## src/rtl/muldiv_iter_unit.sv

```systemverilog
// Iterative RV32M/RV64M multiply/divide unit: radix-2 shift-add multiply and restoring
// divide with valid/ready handshakes on both sides; divide corner cases resolve at accept.
module muldiv_iter_unit #(
  parameter int unsigned XLEN  = 32,
  parameter int unsigned CNT_W = $clog2(XLEN) + 1
) (
  input  logic            clk,
  input  logic            rst_n,
  input  logic            flush,
  input  logic            in_valid,
  output logic            in_ready,
  input  logic [2:0]      op,
  input  logic [XLEN-1:0] src1,
  input  logic [XLEN-1:0] src2,
  output logic            out_valid,
  input  logic            out_ready,
  output logic [XLEN-1:0] result,
  output logic            busy
);

  localparam logic [XLEN-1:0] MinNeg = {1'b1, {(XLEN-1){1'b0}}};

  typedef enum logic [1:0] {StIdle, StCalc, StFix, StDone} state_e;

  state_e              r_state;
  logic [2:0]          r_op;
  logic                r_neg;
  logic [XLEN-1:0]     r_a;
  logic [2*XLEN-1:0]   r_acc;
  logic [CNT_W-1:0]    r_cnt;
  logic [XLEN-1:0]     r_result;

  logic                w_s1_signed, w_s2_signed, w_neg1, w_neg2, w_div0, w_ovf, w_special;
  logic [XLEN-1:0]     w_mag1, w_mag2, w_spec_res, w_fix_res, w_quo, w_rem;
  logic [XLEN:0]       w_sum, w_rem_sh, w_diff;
  logic [2*XLEN-1:0]   w_mul_next, w_div_next, w_prod;

  // Operand decode at accept: magnitudes, result sign and divide corner cases.
  always_comb begin
    w_s2_signed = (op[2:1] == 2'b00) || (op[2] && !op[0]);
    w_s1_signed = w_s2_signed || (op == 3'b010);
    w_neg1      = w_s1_signed && src1[XLEN-1];
    w_neg2      = w_s2_signed && src2[XLEN-1];
    w_mag1      = w_neg1 ? -src1 : src1;
    w_mag2      = w_neg2 ? -src2 : src2;
    w_div0      = (src2 == '0);
    w_ovf       = op[2] && !op[0] && (src1 == MinNeg) && (src2 == '1);
    w_special   = op[2] && (w_div0 || w_ovf);
    if (op[1]) w_spec_res = w_div0 ? src1 : '0;
    else       w_spec_res = w_div0 ? '1 : MinNeg;
  end

  // One radix-2 step for each datapath; r_acc is {partial, multiplier} or {remainder, dividend}.
  always_comb begin
    w_sum      = {1'b0, r_acc[2*XLEN-1:XLEN]} + (r_acc[0] ? {1'b0, r_a} : '0);
    w_mul_next = {w_sum, r_acc[XLEN-1:1]};
    w_rem_sh   = r_acc[2*XLEN-1:XLEN-1];
    w_diff     = w_rem_sh - {1'b0, r_a};
    if (w_diff[XLEN]) w_div_next = {w_rem_sh[XLEN-1:0], r_acc[XLEN-2:0], 1'b0};
    else              w_div_next = {w_diff[XLEN-1:0], r_acc[XLEN-2:0], 1'b1};
  end

  always_comb begin
    w_prod = r_neg ? -r_acc : r_acc;
    w_quo  = r_acc[XLEN-1:0];
    w_rem  = r_acc[2*XLEN-1:XLEN];
    unique case (r_op)
      3'b000:                 w_fix_res = w_prod[XLEN-1:0];
      3'b001, 3'b010, 3'b011: w_fix_res = w_prod[2*XLEN-1:XLEN];
      3'b100, 3'b101:         w_fix_res = r_neg ? -w_quo : w_quo;
      default:                w_fix_res = r_neg ? -w_rem : w_rem;
    endcase
  end

  always_ff @(posedge clk or negedge rst_n) begin
    if (!rst_n) begin
      r_state  <= StIdle;
      r_op     <= '0;
      r_neg    <= 1'b0;
      r_a      <= '0;
      r_acc    <= '0;
      r_cnt    <= '0;
      r_result <= '0;
    end else begin
      unique case (r_state)
        StIdle: begin
          if (in_valid && in_ready) begin
            r_op  <= op;
            r_neg <= (op == 3'b110) ? w_neg1 : (w_neg1 ^ w_neg2);
            if (w_special) begin
              r_result <= w_spec_res;
              r_state  <= StDone;
            end else begin
              r_a     <= op[2] ? w_mag2 : w_mag1;
              r_acc   <= {{XLEN{1'b0}}, (op[2] ? w_mag1 : w_mag2)};
              r_cnt   <= CNT_W'(XLEN);
              r_state <= StCalc;
            end
          end
        end
        StCalc: begin
          if (flush) begin
            r_state <= StIdle;
          end else begin
            r_acc <= r_op[2] ? w_div_next : w_mul_next;
            r_cnt <= r_cnt - 1'b1;
            if (r_cnt == CNT_W'(1)) r_state <= StFix;
          end
        end
        StFix: begin
          if (flush) begin
            r_state <= StIdle;
          end else begin
            r_result <= w_fix_res;
            r_state  <= StDone;
          end
        end
        default: begin
          if (flush || out_ready) r_state <= StIdle;
        end
      endcase
    end
  end

  assign in_ready  = rst_n && (r_state == StIdle) && !flush;
  assign out_valid = (r_state == StDone);
  assign busy      = (r_state != StIdle);
  assign result    = r_result;

endmodule

```

## config.mk

```make
export PLATFORM = sky130hd
export DESIGN_NAME = muldiv_iter_unit
export DESIGN_NICKNAME = d
export VERILOG_FILES = /design/src/rtl/muldiv_iter_unit.sv
export SDC_FILE = /design/constraint.sdc
export NUM_CORES = 1
export LEC_CHECK = 0
export CAP_MARGIN = 20
export CORE_ASPECT_RATIO = 0.7
export CORE_MARGIN = 4
export CORE_UTILIZATION = 25
export DETAILED_ROUTE_END_ITERATION = 8
export GPL_ROUTABILITY_DRIVEN = 0
export HOLD_SLACK_MARGIN = 0.05
export PLACE_DENSITY = 0.53
export SYNTH_ARGS = -nofsm -noshare
export SYNTH_HDL_FRONTEND = slang
export SYNTH_SLANG_ARGS = --single-unit
```

## constraint.sdc

```tcl
create_clock -name clk -period 8.1 [get_ports clk]
set_input_delay 1.62 -clock clk [delete_from_list [all_inputs] [get_ports clk]]
set_output_delay 1.62 -clock clk [all_outputs]
set_load 0.02 [all_outputs]
```

; After elaboration in Yosys (flattened, before gate mapping)
; Index checks and enable logic that the tools add are counted.
[totals]
reg_bits = 140
input_bits = 72
output_inout_bits = 35
word_cells = 100
[op_classes]
n_addsub = 8
n_eq_ne = 19
n_mux = 34
bitwise_logic = 2
n_reduce_logical = 30
[op_table]
columns = op, n
row1 = $mux W32, 12
row2 = $mux W64, 6
row3 = $neg A32 Y32, 4
row4 = $pmux W64 S2, 1
row5 = $pmux W32 S3, 1
row6 = $eq A32 B32 Y1 const B, 2
row7 = $neg A64 Y64, 1
row8 = $pmux W32 S2, 1
row9 = $add A32 B32 Y33, 1
row10 = $sub A33 B32 Y33, 1
row11 = $logic_not A32 Y1, 1
row12 = $mux W31, 1
row13 = $mux W6, 3
row14 = $mux W2, 6
row15 = $pmux W6 S2, 1
row16 = $ne A2 B2 Y1 const B, 5
row17 = $eq A3 B2 Y1 const B, 3
row18 = $eq A3 B3 Y1 const B, 3
row19 = $logic_and A1 B1 Y1, 9
row20 = $reduce_and A4 Y1, 2
row21 = $eq A6 B1 Y1 const B, 1
row22 = $pmux W2 S3, 1
row23 = $reduce_and A3 Y1, 2
row24 = $reduce_bool A2 Y1, 3
row25 = 16 further kinds, 22

; Depth between registers and ports, before layout
; Gate-level depths: netlist (run 1).
[depth]
ltp_word = 10
ltp_mapped = 16
depth_no_buf = 15

; Least setup slack after synthesis (run 1)
; Ideal clock, no wire load.
[synth_timing]
kind = input-to-reg
startpoint = in src2[13]
endpoint = reg r_acc[59]
setup_time_ns = 0.133
arrival_time_ns = 4.235
required_time_ns = 7.967
slack_ns = 3.731
path_stages = 12
n_path_buf = 1
path_cell_list = nor4_1 -> nand4b_1 -> nor4b_2 -> a31oi_1 -> o21ai_2 -> a221oi_1 -> and2_1 -> clkbuf_1 -> nand2_1 -> nor2_1 -> a22oi_1 -> o211ai_1
[synth_between]
elab_chain_cells = 6
elab_cells_between_ends = 7
classes_between = eq/ne: 2 / reduce/logical: 5
[synth_lines]
columns = element, line
row1 = start: declaration, 14  ; input logic [XLEN-1:0] src2,
row2 = $eq A32 B32 Y1, 47  ; w_ovf = op[2] && !op[0] && (src1 == MinNeg) && (src2 == '1);
row3 = $logic_and A1 B1 Y1, 47
row4 = $logic_or A1 B1 Y1 (*), 48  ; w_special = op[2] && (w_div0 || w_ovf);
row5 = $logic_and A1 B1 Y1 (*), 48
row6 = $ne A2 B2 Y1 (no source line) (*), -
row7 = $reduce_and A4 Y1 (no source line) (*), -
row8 = end signal: assignment, 95  ; r_acc <= {{XLEN{1'b0}}, (op[2] ? w_mag1 : w_mag2)};
row9 = end signal: assignment, 105  ; r_acc <= r_op[2] ? w_div_next : w_mul_next;
row10 = end: declaration, 29  ; logic [2*XLEN-1:0] r_acc;
; Every way passes the cells marked *; elsewhere a longest branch is shown, timed or not.
; A chain may end at the register's enable or synchronous reset.

; Final worst setup path (run 1)
[layout_timing]
startpoint = in src1[27]
endpoint = reg r_acc[25]
[layout_between]
elab_chain_cells = 7
[layout_lines]
columns = element, line
row1 = start: declaration, 13  ; input logic [XLEN-1:0] src1,
row2 = $eq A32 B32 Y1, 47
row3 = $logic_and A1 B1 Y1 (2 in a row), 47
row4 = $logic_or A1 B1 Y1, 48
row5 = $logic_and A1 B1 Y1, 48
row6 = $ne A2 B2 Y1 (no source line), -
row7 = $reduce_and A4 Y1 (no source line), -
; Every way passes these cells.

==> impl_metrics.json, run 1 <==
{
  "status": "completed",
  "grt_use_total_pct": 19.6,
  "grt_pass1_wl_um": 92800,
  "register_area_sq_mm": 0.00351,
  "die_y_um": 210,
  "synthTopCellsByArea": "dfrtp_1, o21ai_0, ha_1",
  "hold_violations": 0,
  "ios": 107,
  "drc": 0,
  "p_per_area_mw_per_mm2": 408,
  "tritoncts": "yes",
  "worstMarginPinSlew_ns": 1.11,
  "start_kind": "input pin",
  "first_iter_violations": 1991,
  "fin_crit_ns": 6.07,
  "root_buffer": "clkbuf_16",
  "power_frac_comb_pct": 66.3,
  "fin_crit_sh_pct": 74.9,
  "cts_sinks": 140,
  "ant_nets": 0,
  "syn-num-nets": 2135,
  "ys_types": 77,
  "synth_ff_type": "dfrtp_1",
  "hold_buffers": 0,
  "fin_skew_ns": 0.0162,
  "yosysSeqAreaShare_pct": 24.1,
  "synth-edff-count": 0,
  "switching_power_mw": 3.74,
  "antenna_found_initial": 1,
  "clock_path_buffers": 2,
  "grt_max_degree": 108,
  "cts_resized": 0,
  "async_flop_share_pct": 100,
  "core_sq_mm": 0.0572,
  "nets": 2155,
  "layout_common_cells": "nand2_1, nor2_1, o21ai_0",
  "drv_cap": 0,
  "diodes": 0,
  "cts-buffers-inserted": 17,
  "setup-violations-final": 0,
  "seqPwrFrac_pct": 21.5,
  "postSynthRegisterBits": 140,
  "area_delta_synth_final_pct": 16.1,
  "ir_worst_vdd_mv": 0.183,
  "rsz0062_at_grt": "false",
  "path_clk_slew_ns": 0.07,
  "fill_cells": 6201,
  "intPower_mw": 3.16,
  "synthesis.area_sq_mm": 0.0146,
  "cts_setup_buffers": 0,
  "post_drt_wl_per_cell_um": 22.7,
  "final_common_cell": "nand2_1",
  "drv_slew": 0,
  "synthCells": 1986,
  "synth_top_area_share_pct": 24.1,
  "grt_pass1_vias": 14420,
  "crit_path_end_kind": "flop",
  "finalSetupTns_ns": 0,
  "hp-class": "reg2reg",
  "p_clk_share_pct": 12.2,
  "clk_latency_ns": 0.45,
  "via_per_inst": 5.68,
  "fp.dieW_um": 296,
  "multi_input_area_sq_mm": 0.0103,
  "final_util_pct": 29.6,
  "critPathKind": "in2reg",
  "synth_area_per_cell_sq_um": 7.33,
  "sw_frac_of_total_pct": 54.2,
  "yosysTopAreaCell": "dfrtp_1",
  "layout-drive-gt1-share_pct": 5.94,
  "fmax_mhz": 165,
  "yosysWarnings": 0,
  "dr_total_vias": 15715,
  "gr-total-overflow": 0,
  "numPortBuffers": 106,
  "floorplan.rows": 73,
  "slew_headroom_pct": 25.1,
  "crit_required_ns": 8.40,
  "drt_pre_antenna_iters": 5,
  "crit_fanout": 60,
  "crit_arrival_ns": 6.37,
  "start_util_pct": 25.5,
  "routed_wl_um": 62800,
  "dp_hpwl_um": 49600,
  "fp.dieArea_sq_mm": 0.0622,
  "cts.htree.levels": 4,
  "power.leakage_nw": 6.89
}
## sequential cells by signal (all words and copies together) (netlist names)
name / cells
r_op: 3
result: 32
r_acc: 64
r_neg: 1
r_state: 2
r_a: 32
r_cnt: 6
## logic make-up after synthesis
kind of cell             count (synthesis)  share of synthesized area (%)
AO/OA/AOI/OAI                          692                           29.3
AND/OR/NAND/NOR                        657                           20.7
buffers and inverters                  203                           5.37
XOR/XNOR                               159                           9.56
flip-flops                             140                           24.1
adder cells (fa/ha/maj)                 77                           6.72
multiplexers                            58                           4.29
## stage by stage
| stage | worst slack, ns | hold WS (ns) | instances | area [sq um] | total power [mW] |
|---|---|---|---|---|---|
| 6_report | 2.03 | 0.474 | 2769 | 16900 | 6.90 |
| 2_1_floorplan | 3.73 | 0.450 | 1986 | 14600 | 4.41 |
| 3_3_place_gp | 1.96 | 0.457 | 2736 | 16300 | 5.85 |
| 5_1_grt | 1.84 | 0.500 | 2769 | 16900 | 7.38 |
| 4_1_cts | 2.35 | 0.483 | 2768 | 16900 | 6.75 |
| 3_5_place_dp | 1.87 | 0.467 | 2736 | 16300 | 5.89 |
## final timing paths
path / start / to / slack (ns) / cells after the start
min in group asynchronous: rst_n / r_a[26] / 1.17 / 1
max in group asynchronous: rst_n / r_op[2] / 5.84 / 2
hold / removal: result[25] / result[25] / 0.47 / 2
hold reg to reg: result[25] / result[25] / 0.47 / 2
setup / recovery: src1[27] / r_acc[25] / 2.03 / 9
setup reg to reg: r_acc[31] / r_acc[35] / 2.42 / 15
## routing by layer
layer / up-vias / GRT usage, % / part of all wire, %
met5: - / 0 / 0.021
met4: 2 / 3.82 / 1.7
met3: 59 / 8.30 / 13
met2: 791 / 25.3 / 37
met1: 7619 / 29.9 / 48
li1: 7244 / - / -
## critical path, cell delays in order
cell and delay (ns):
clkdlybuf4s50_1 0.51, nor4_1 0.98, nand4b_1 0.27, nor4_1 0.61, a31oi_1 0.28, o21ai_4 0.62, a221o_4 0.65, buf_4 0.58
o21ai_0 0.19
## power by group through the flow
stage	clock network, mW	registers, mW	logic, mW
floorplan	0	1.32	3.10
global placement	0	1.46	4.39
detailed placement	0	1.47	4.42
CTS	0.855	1.45	4.45
global route	0.886	1.51	4.98
finish	0.841	1.48	4.57
## synth_stat cells, types with 9 or more instances
cell type and n:
nand3_1 27, nand2_1 224, a211oi_1 45, a21o_1 35
nor2b_1 15, xnor2_1 81, clkbuf_1 105, o31ai_1 29
ha_1 75, nor3_1 38, or3_1 20, mux2i_1 23
o21ai_1 10, xor2_1 78, o22ai_1 9, o21bai_1 11
o21ai_0 214, inv_1 77, buf_1 12, a22oi_1 9
or4_1 11, o221ai_1 18, mux2_2 35, nor4_1 22
a31oi_1 28, nand2b_1 19, o211ai_1 15, a21oi_1 183
o41ai_1 12, a22o_1 11, nand4_1 23, nor2_1 215
dfrtp_1 140
## cell type report
| class | instances | area share, % |
|---|---|---|
| clock buffer | 17 | 2.52 |
| timing repair buffer | 127 | 7.22 |
| clock inverter | 15 | 1.10 |
| multi-input combinational | 1643 | 61.2 |
| inverter | 77 | 1.71 |
| tap | 750 | 5.55 |
| sequential | 140 | 20.7 |
No activity file was read; power rests on OpenSTA's default activity.
==> inputs of run 2 (changes only) <==
--- a/config.mk
+++ b/config.mk
@@ -12,7 +12,7 @@
 export DETAILED_ROUTE_END_ITERATION = 8
 export GPL_ROUTABILITY_DRIVEN = 0
 export HOLD_SLACK_MARGIN = 0.05
-export PLACE_DENSITY = 0.53
+export PLACE_DENSITY = 0.54
 export SYNTH_ARGS = -nofsm -noshare
 export SYNTH_HDL_FRONTEND = slang
 export SYNTH_SLANG_ARGS = --single-unit
==> constraint.sdc (replaced) <==
create_clock -name clk -period 5.4 [get_ports clk]
set_input_delay 1.08 -clock clk [delete_from_list [all_inputs] [get_ports clk]]
set_output_delay 1.08 -clock clk [all_outputs]
set_load 0.02 [all_outputs]
==> impl_metrics.json, run 2 (same netlist as run 1, synthesis figures left out) <==
{
  "status": "completed",
  "reg2reg_depth": 16,
  "dp_hpwl_um": 50200,
  "fin_skew_ns": 0.0142,
  "first_iter_violations": 2271,
  "worstSetupEndpoint": "r_acc[59]",
  "grt_max_degree": 85,
  "fmax_mhz": 202,
  "rsz0062_at_grt": "false",
  "routed_wl_um": 63600,
  "drc": 0,
  "place_area_sq_mm": 0.0166,
  "area_delta_synth_final_pct": 18.3,
  "core_sq_mm": 0.0572,
  "r2r_slack_ns": 0.81,
  "clk_latency_ns": 0.45,
  "grt_pass1_vias": 14274,
  "dr_total_vias": 15924,
  "cts-buffers-inserted": 17,
  "hold_violations": 0,
  "crit_path_end_kind": "flop",
  "fin_crit_ns": 4.95,
  "crit_chain": "clkdlybuf4s50_1 -> nor4_1 -> nand4_1 -> nor4_1 -> a31oi_1 -> o21ai_4 -> a221oi_1 -> and2_1 -> nand2_1 -> nor2_1 -> a22oi_1 -> o211ai_1",
  "diodes": 0,
  "critPathKind": "in2reg",
  "power.leakage_nw": 7.09,
  "start_util_pct": 25.5,
  "crit_fanout": 10,
  "fp.dieArea_sq_mm": 0.0622,
  "drt_pre_antenna_iters": 6,
  "fp.dieW_um": 296,
  "cts_sinks": 140,
  "crit_family": "simple AND/OR/NAND/NOR gates",
  "design_area_sq_mm": 0.0172,
  "tritoncts": "yes",
  "finalSetupTns_ns": 0,
  "r2r-end": "r_acc[62]",
  "layout_common_cells": "nand2_1, nor2_1, o21ai_0",
  "ant_nets": 0,
  "multi_input_area_sq_mm": 0.0103,
  "cts.htree.levels": 4,
  "grt_pass1_wl_um": 94400,
  "antenna_found_initial": 2,
  "via_per_inst": 5.67,
  "cp_num_buf_inv": 1,
  "ir_worst_vdd_mv": 0.278,
  "hold_buffers": 0,
  "slew_headroom_pct": 22.3,
  "hp-class": "in2async",
  "gr-total-overflow": 0,
  "cts_setup_buffers": 0,
  "root_buffer": "clkbuf_16",
  "largest_register": "r_acc",
  "crit_slowest_cell": "nor4_1",
  "ios": 107,
  "post_drt_wl_per_cell_um": 22.7,
  "cp.depth": 12,
  "clock_path_buffers": 2,
  "p_per_area_mw_per_mm2": 607,
  "crit_arrival_ns": 5.28,
  "final_util_pct": 30.1,
  "fill_cells": 6165,
  "setup-violations-final": 0,
  "crit_path_start": "src1[12]",
  "worstMarginPinSlew_ns": 1.16,
  "register_area_sq_mm": 0.00351,
  "nets": 2192,
  "layout-drive-gt1-share_pct": 7.64,
  "die_y_um": 210,
  "start_kind": "input pin",
  "crit_required_ns": 5.73,
  "crit_top_cell": "nor4_1",
  "numPortBuffers": 106,
  "grt_use_total_pct": 19.8,
  "drv_slew": 0,
  "path_clk_slew_ns": 0.07,
  "cts_resized": 0,
  "fin_crit_sh_pct": 91.7,
  "critPathMaxStageDelay_ns": 0.99,
  "drv_cap": 0,
  "largest_register_ffs": 64,
  "r2r_start": "r_acc[0]",
  "final_common_cell": "nand2_1",
  "floorplan.rows": 73
}
-- run 2: how the worst min path moves through the flow --
stage | startpoint | slack, ns | end | depth (start not counted)
2_1_floorplan | r_a[25] | 0.45 | r_a[25] | 1
3_3_place_gp | result[21] | 0.46 | result[21] | 2
3_5_place_dp | result[15] | 0.46 | result[15] | 2
4_1_cts | rst_n | 0.44 | result[9] | 1
5_1_grt | rst_n | 0.46 | result[9] | 1
6_report | rst_n | 0.46 | result[9] | 1
-- run 2: area by class of cell --
| type | count | share of cell area [%] |
|---|---|---|
| inverters | 77 | 1.68 |
| flip-flops and latches | 140 | 20.4 |
| clock inverters | 14 | 1.07 |
| well taps | 750 | 5.45 |
| clock buffers | 18 | 2.55 |
| repair buffers | 164 | 8.94 |
| multi-input cells | 1643 | 60.0 |
-- run 2: routing by layer --
metal,global-route usage (%),up-vias,wire length (um)
li1,-,7330,-
met1,31.9,7618,30400
met2,25.9,902,24200
met5,0,-,0
met4,3.59,0,1090
met3,5.06,74,7890
-- run 2: per-stage QoR --
stage / instances / hold WS, ns / power [mW] / worst slack (ns)
2_1_floorplan: 1986 / 0.450 / 6.62 / 1.57
3_3_place_gp: 2772 / 0.459 / 8.81 / 0.302
3_5_place_dp: 2772 / 0.456 / 8.90 / 0.236
4_1_cts: 2804 / 0.442 / 10.2 / 0.706
5_1_grt: 2806 / 0.455 / 11.2 / 0.374
6_report: 2806 / 0.458 / 10.5 / 0.448
-- run 2: power by group --
group / internal (mW) / total [mW] / switching (mW)
Clock: 0.750 / 1.31 / 0.557
Sequential: 1.49 / 2.18 / 0.692
Combinational: 2.58 / 6.96 / 4.38
Total: 4.82 / 10.5 / 5.63
